`config.mk`:
```
export PLATFORM = sky130hd
export DESIGN_NAME = seven_seg_mux_hex
export DESIGN_NICKNAME = d
export VERILOG_FILES = /design/src/rtl/seven_seg_mux_hex.sv
export SDC_FILE = /design/constraint.sdc
export NUM_CORES = 1
export LEC_CHECK = 0
export ABC_AREA = 1
export CAP_MARGIN = 10
export CORE_MARGIN = 2
export CORE_UTILIZATION = 55
export CTS_CLUSTER_SIZE = 20
export DETAILED_ROUTE_END_ITERATION = 7
export GPL_TIMING_DRIVEN = 0
export PLACE_DENSITY_LB_ADDON = 0.08
export SKIP_LAST_GASP = 1
export SLEW_MARGIN = 5
export SYNTH_ARGS = -nofsm -noshare
export SYNTH_HDL_FRONTEND = slang
export SYNTH_SLANG_ARGS = --single-unit
```
`constraint.sdc`:
```
create_clock -name clk -period 2.1 [get_ports clk]
set_input_delay 0.63 -clock clk [delete_from_list [all_inputs] [get_ports clk]]
set_output_delay 0.63 -clock clk [all_outputs]
set_load 0.1 [all_outputs]
```
`src/rtl/seven_seg_mux_hex.sv`:
```
// Time-multiplexed N-digit hex seven-segment driver with frame-boundary double buffering.
// Drives active-low cathodes and active-low per-digit anodes; all outputs are registered.
module seven_seg_mux_hex #(
    parameter int NUM_DIGITS  = 4,
    parameter int REFRESH_DIV = 100000,
    parameter bit LZ_BLANK    = 1'b0,
    localparam int IDX_W      = (NUM_DIGITS > 1) ? $clog2(NUM_DIGITS) : 1
) (
    input  logic                    clk,
    input  logic                    rst,
    input  logic                    en,
    input  logic                    load,
    input  logic [4*NUM_DIGITS-1:0] value,
    input  logic [NUM_DIGITS-1:0]   dp_in,
    input  logic [NUM_DIGITS-1:0]   blank_in,
    output logic [NUM_DIGITS-1:0]   an,
    output logic [6:0]              seg,
    output logic                    dp,
    output logic [IDX_W-1:0]        digit_idx,
    output logic                    frame_tick
);

    localparam int PW = $clog2(REFRESH_DIV);
    localparam logic [PW-1:0]    LAST_PRESC = PW'(REFRESH_DIV - 1);
    localparam logic [IDX_W-1:0] LAST_IDX   = IDX_W'(NUM_DIGITS - 1);

    logic [PW-1:0]           presc;
    logic [IDX_W-1:0]        idx;
    logic [4*NUM_DIGITS-1:0] pend_val, act_val;
    logic [NUM_DIGITS-1:0]   pend_dp, act_dp;
    logic [NUM_DIGITS-1:0]   pend_blank, act_blank;
    logic                    wrap_q;

    logic                    presc_last;
    logic                    wrap;
    logic                    zero_run;
    logic [NUM_DIGITS-1:0]   lz_mask;
    logic [3:0]              cur_nib;
    logic                    cur_blank;
    logic [NUM_DIGITS-1:0]   an_d;
    logic [6:0]              seg_d;
    logic                    dp_d;

    function automatic logic [6:0] hex_to_seg(input logic [3:0] h);
        logic [6:0] s;
        unique case (h)
            4'h0: s = 7'b0000001;
            4'h1: s = 7'b1001111;
            4'h2: s = 7'b0010010;
            4'h3: s = 7'b0000110;
            4'h4: s = 7'b1001100;
            4'h5: s = 7'b0100100;
            4'h6: s = 7'b0100000;
            4'h7: s = 7'b0001111;
            4'h8: s = 7'b0000000;
            4'h9: s = 7'b0000100;
            4'hA: s = 7'b0001000;
            4'hB: s = 7'b1100000;
            4'hC: s = 7'b0110001;
            4'hD: s = 7'b1000010;
            4'hE: s = 7'b0110000;
            default: s = 7'b0111000;
        endcase
        return s;
    endfunction

    // A digit is zero-blanked when it and every digit above it hold zero.
    always_comb begin
        zero_run = 1'b1;
        lz_mask  = '0;
        for (int k = NUM_DIGITS - 1; k >= 0; k--) begin
            zero_run   = zero_run & (act_val[4*k +: 4] == 4'h0);
            lz_mask[k] = LZ_BLANK && (k > 0) && zero_run;
        end
    end

    always_comb begin
        presc_last = (presc == LAST_PRESC);
        wrap       = en && presc_last && (idx == LAST_IDX);
        cur_nib    = act_val[idx*4 +: 4];
        cur_blank  = act_blank[idx] | lz_mask[idx];
        an_d       = '1;
        seg_d      = 7'b1111111;
        dp_d       = 1'b1;
        if (en) begin
            an_d = ~(NUM_DIGITS'(1) << idx);
            if (!cur_blank) begin
                seg_d = hex_to_seg(cur_nib);
                dp_d  = ~act_dp[idx];
            end
        end
    end

    // load is a single-cycle strobe with no handshake: value/dp_in/blank_in are
    // sampled on every edge where load=1 and always accepted.
    always_ff @(posedge clk) begin
        if (rst) begin
            presc      <= '0;
            idx        <= '0;
            pend_val   <= '0;
            pend_dp    <= '0;
            pend_blank <= '0;
            act_val    <= '0;
            act_dp     <= '0;
            act_blank  <= '0;
            wrap_q     <= 1'b0;
            an         <= '1;
            seg        <= 7'b1111111;
            dp         <= 1'b1;
            digit_idx  <= '0;
            frame_tick <= 1'b0;
        end else begin
            if (load) begin
                pend_val   <= value;
                pend_dp    <= dp_in;
                pend_blank <= blank_in;
            end
            if (en) begin
                if (presc_last) begin
                    presc <= '0;
                    idx   <= (idx == LAST_IDX) ? '0 : idx + 1'b1;
                end else begin
                    presc <= presc + 1'b1;
                end
            end
            // A load coinciding with the wrap bypasses pending so it shows this frame.
            if (wrap) begin
                act_val   <= load ? value    : pend_val;
                act_dp    <= load ? dp_in    : pend_dp;
                act_blank <= load ? blank_in : pend_blank;
            end
            wrap_q     <= wrap;
            an         <= an_d;
            seg        <= seg_d;
            dp         <= dp_d;
            digit_idx  <= idx;
            frame_tick <= en & wrap_q;
        end
    end

endmodule

```
== Yosys cells after proc, flatten, opt, wreduce, memory -nomap -nowiden ==
Memory sizes are Yosys's and may differ from the RTL's. A register that Yosys moved wholly into a read port is not among the register bits.
Index checks and enable logic that the tools add are counted.

* Register bits after elaboration: 76
* Bits in read-only memories: 112
* Bits of input ports: 28
* Output and inout port bits: 15
* Logic and storage cells: 42
* Memories: 1

* $add $sub $neg: 2
* Order comparisons: 1
* Equality and inequality tests: 2
* Shifts and indexed selects: 2
* Muxes and demuxes: 11
* Bitwise operators: 5
* Reductions and logical operators: 5

{| class="wikitable"
|+ Memory list
! memory !! words !! bits a word !! read ports !! clocked after Yosys merged registers in !! write ports !! RTL line !! text
|-
| (name not given) || 16 || 7 || 1 || 1 || 0 || 46 || <nowiki>unique case (h)</nowiki>
|}

{| class="wikitable"
|+ Operator list
! kind !! count
|-
| $add A17 B1 Y17 const B || 1
|-
| $eq A17 B17 Y1 const B || 1
|-
| $mux W17 || 1
|-
| $mux W16 || 1
|-
| $shiftx A16 B5 Y4 || 1
|-
| $mux W4 || 2
|-
| $bmux W1 S2 || 3
|-
| $not A4 Y4 || 1
|-
| $shl A1 B2 Y4 const A || 1
|-
| $lt A2 B3 Y1 const B || 1
|-
| $mux W1 || 3
|-
| $reduce_or A3 Y1 || 1
|-
| $add A2 B1 Y2 const B || 1
|-
| $eq A2 B2 Y1 const B || 1
|-
| $logic_and A1 B1 Y1 || 2
|-
| $mux W2 || 1
|-
| $not A1 Y1 || 2
|-
| $reduce_and A2 Y1 || 1
|-
| $reduce_or A2 Y1 || 1
|-
| $and A1 B1 Y1 || 1
|-
| $or A1 B1 Y1 || 1
|}

== Longest topological paths before layout ==
* Word-level depth: 4
* Mapped depth: 11
* Gate-level depth less buffers: 10

== Worst setup path after synthesis ==
OpenSTA, ideal clock, no wires.

* Kind: register -> register
* From: register idx[0]
* To: register seg[6]
* Setup time: 0.123 ns
* Data arrival time: 1.556 ns
* Slack: 0.421 ns
* Cell stages (with the launch flop): 12
* Buffers on the path: 1
* Cell sequence: dfxtp_1 -> inv_2 -> buf_2 -> nand2_1 -> nand3_1 -> nand2_1 -> inv_1 -> ha_1 -> inv_1 -> nor2_1 -> a21oi_1 -> o21ai_1

* Longest elaborated chain between the ends: 4
* Elaborated cells between the ends (all ways): 7

{| class="wikitable"
|+ Ends and longest elaborated chain
! element !! RTL line !! text
|-
| from (decl) || 28 || <nowiki>logic [IDX_W-1:0] idx;</nowiki>
|-
| from (signal assigned) || 121 || <nowiki>idx <= (idx == LAST_IDX) ? '0 : idx + 1'b1;</nowiki>
|-
| $bmux W1 S2 || 81 || <nowiki>cur_blank = act_blank[idx] | lz_mask[idx];</nowiki>
|-
| $mux W1 (not written as such) || 81 ||
|-
| $or A1 B1 Y1 || 81 ||
|-
| $reduce_or A3 Y1 (no source line) || -- ||
|-
| to (decl) || 17 || <nowiki>output logic [6:0] seg,</nowiki>
|}

Several ways; a longest one is shown, not always the timed one. The select of a mux whose other input is x is not followed.
A chain may end at the register's enable or synchronous reset.

== Final worst setup path ==
* From: input port rst
* To: register pend_val[10]

{| class="wikitable"
|+ RTL lines
! element !! RTL line !! text
|-
| from (decl) || 10 || <nowiki>input logic rst,</nowiki>
|-
| to (signal assigned) || 114 || <nowiki>pend_val <= value;</nowiki>
|-
| to (decl) || 29 || <nowiki>logic [4*NUM_DIGITS-1:0] pend_val, act_val;</nowiki>
|}

No word-level cell between the ends.

==> metrics.txt <==
outcome finished, final reports clean; Final Cell Area approximately 0.0045 mm2; post-route minimum period roughly 2.0 ns; number of global-route vias before repair approximately 3,100; R2R Setup Slk 0.24 ns; final worst setup slack 0.121 ns; Worst path max stage delay around 0.53 ns; Placed Cells around 650; DP Area approximately 0.0043 mm2; worst IR drop on VDD roughly 0.44 mV; DRT iter0 DRCs 161; worst hold start wrap_q$_SDFF_PP0_; wire length on met3 between 400 and 500 um; Hold WC Path Type flop to flop; CP required roughly 2.3 ns; Clock Sink Count 83; pin count of the biggest net entering global routing 15; core area 0.00672 mm2; most common cell after layout, fill and taps aside nand2_1; Setup crit start rst; Metal-1 WL between 3000 and 4000 um; Critical Path Start Type input pin; Via density ~5.1; maximum clock path buffer count 2; die height just under 90 um; relative slew slack 0.602; Post-CTS Setup Repair Bufs 0; wire length per cell 12.0 um; sequential share of the synthesized area 0.439; CP endpoint pend_val[10]$_SDFF_PP0_; Post-Syn Instances 534; # Max-Cap Violations 0; clock root buffer clkbuf_8; fraction of layout cells with a size suffix above 1 0.105; Final Non-Filler Cells 670; Worst-Skew Late Latency 0.36 ns; antenna-violating nets left 0; critical path class input pin to flop; Power Density roughly 700 mW/mm2; CP max stage cell buf_1; Slew @ Worst Pin approximately 0.6 ns; vias after detailed routing about 3,400; mean post-synth cell area approximately 7.1 um2; final cycle utilization of the critical path 0.943; clk slew on worst S/H paths 0.08 ns; met2 wire length about 3700 um; most frequent cells in the layout nand2_1, nor2_1, dfxtp_1; initial antenna violation count 0; drt total wl between 8000 and 9000 um; Reg-to-Reg Start idx[1]$_SDFFE_PP0P_; Reg2Reg Capture Point act_blank[0]$_SDFFE_PP0P_; final setup fails 0; Pins Over Slew Limit 0; WHS 0.449 ns; static leakage about 2.0 nW; Hold Vio Cnt, Final 0; Area Growth Syn to Fin 19.6%; row cnt 30; port bufs 40; hold buffers post-CTS 0; DR top layer met4; Synth Cell Area about 0.0038 mm2; R2R cell count 6; Yosys warnings 0; fillers roughly 610; Synth Register Bits between 80 and 90; CTS tree yes; Die W a little under 90 um; Cell Chain, Critical Path clkdlybuf4s50_1, clkbuf_1, buf_1, nor2_1; WP data arrival approximately 2.2 ns; Clock Skews between 0.009 and 0.01 ns; RD Place Congestion around 0.90; H-tree depth 3; ANT cells 0; clock buffer count from CTS 9; final net count roughly 620; DRT Pass-1 Iters 4; Synth cell types 32; GRT Overall Usage 0.233; pre-CTS setup slack -0.223 ns; first-pass GRT wire length around 14,000 um; Max FO, Critical Path 10; syn nets 573; IO Pins 43; fmax 0.505 GHz; RSZ-0062 raised after global routing no; die area ~0.0076 mm2; Remaining Overflow, GRT 0; DRC Markers 0; HPWL after detailed placement around 5900 um; Initial Utilization 0.564; crit end category flop
[kinds of logic (layout without fill, tap and decap cells)]
kind of cell,after synthesis,after routing,synth area share
XOR/XNOR,6,6,0.0139
buffers and inverters,81,137,0.0915
AND/OR/NAND/NOR,299,299,0.342
adder cells (fa/ha/maj),11,11,0.0364
flip-flops,83,83,0.439
AO/OA/AOI/OAI,54,54,0.0777
[routing by layer]
metal,GRT usage,vias up
met4,0.0824,0
met5,0,-
li1,-,1800
met1,0.296,1474
met3,0.0531,11
met2,0.387,102
[power by group]
part / switching [mW] / internal, mW
registers: 0.0107 / 1.61
clock network: 0.586 / 0.672
logic: 0.170 / 0.0945
total: 0.766 / 2.38
[final cells by class]
class	count	area [um2]	share of cell area
Multi-Input combinational cell	370	1780	0.393
Timing Repair Buffer	40	419	0.0926
Buffer	25	136	0.0301
Tap cell	80	100	0.0221
Clock buffer	10	128	0.0282
Inverter	56	210	0.0464
Clock inverter	6	90.1	0.0199
Sequential cell	83	1660	0.367
[worst min path at each step]
stage                            endpoint  cells after the start  slack [ns]
floorplan           frame_tick$_SDFF_PP0_                      2        0.40
global placement    frame_tick$_SDFF_PP0_                      2        0.43
detailed placement  frame_tick$_SDFF_PP0_                      2        0.43
CTS                 frame_tick$_SDFF_PP0_                      2        0.45
global route        frame_tick$_SDFF_PP0_                      2        0.46
finish              frame_tick$_SDFF_PP0_                      2        0.45
[Yosys cell counts (all sizes together)]
cell type / instances / area share
ha: 11 / 0.036
o21ai: 34 / 0.045
o21bai: 1 / 0.0020
a22oi: 1 / 0.0020
nand2: 124 / 0.13
xor2: 5 / 0.012
or2: 1 / 0.0017
dfxtp: 83 / 0.44
a31oi: 1 / 0.0017
xnor2: 1 / 0.0023
a21oi: 12 / 0.016
nor3: 8 / 0.011
nor2: 114 / 0.12
o211ai: 4 / 0.0093
nand4: 28 / 0.046
inv: 55 / 0.055
buf: 17 / 0.028
nand3: 24 / 0.035
clkinv: 1 / 0.00099
clkbuf: 8 / 0.0079
o21a: 1 / 0.0020
[critical path, delay by kind of cell]
family        cells  cell delay, ns
buf+inv           3            1.46
simple gates      1            0.11
[stage by stage]
stage          power (mW)  utilization  setup TNS (ns)
6_report             3.15        0.674               0
5_1_grt              3.26        0.674               0
4_1_cts              3.15        0.673               0
3_5_place_dp         1.93        0.638           -4.70
3_3_place_gp         1.92        0.638           -3.85
2_1_floorplan        1.83            -               0
[registers in the layout, indices dropped and copies added (netlist names)]
name,count
act_dp,4
act_val,16
pend_val,16
pend_dp,4
idx,2
presc,17
digit_idx,2
frame_tick,1
dp,1
an,4
seg,7
pend_blank,4
act_blank,4
wrap_q,1
[repair_timing]
| action | in CTS | in global routing |
|---|---|---|
| endpoints found under the hold margin | 0 | 0 |
| gates cloned | 0 | 0 |
| setup endpoints to repair | 15 | 4 |
| resized for setup | 45 | 2 |
Note: power is estimated with default switching activity, not from simulation.
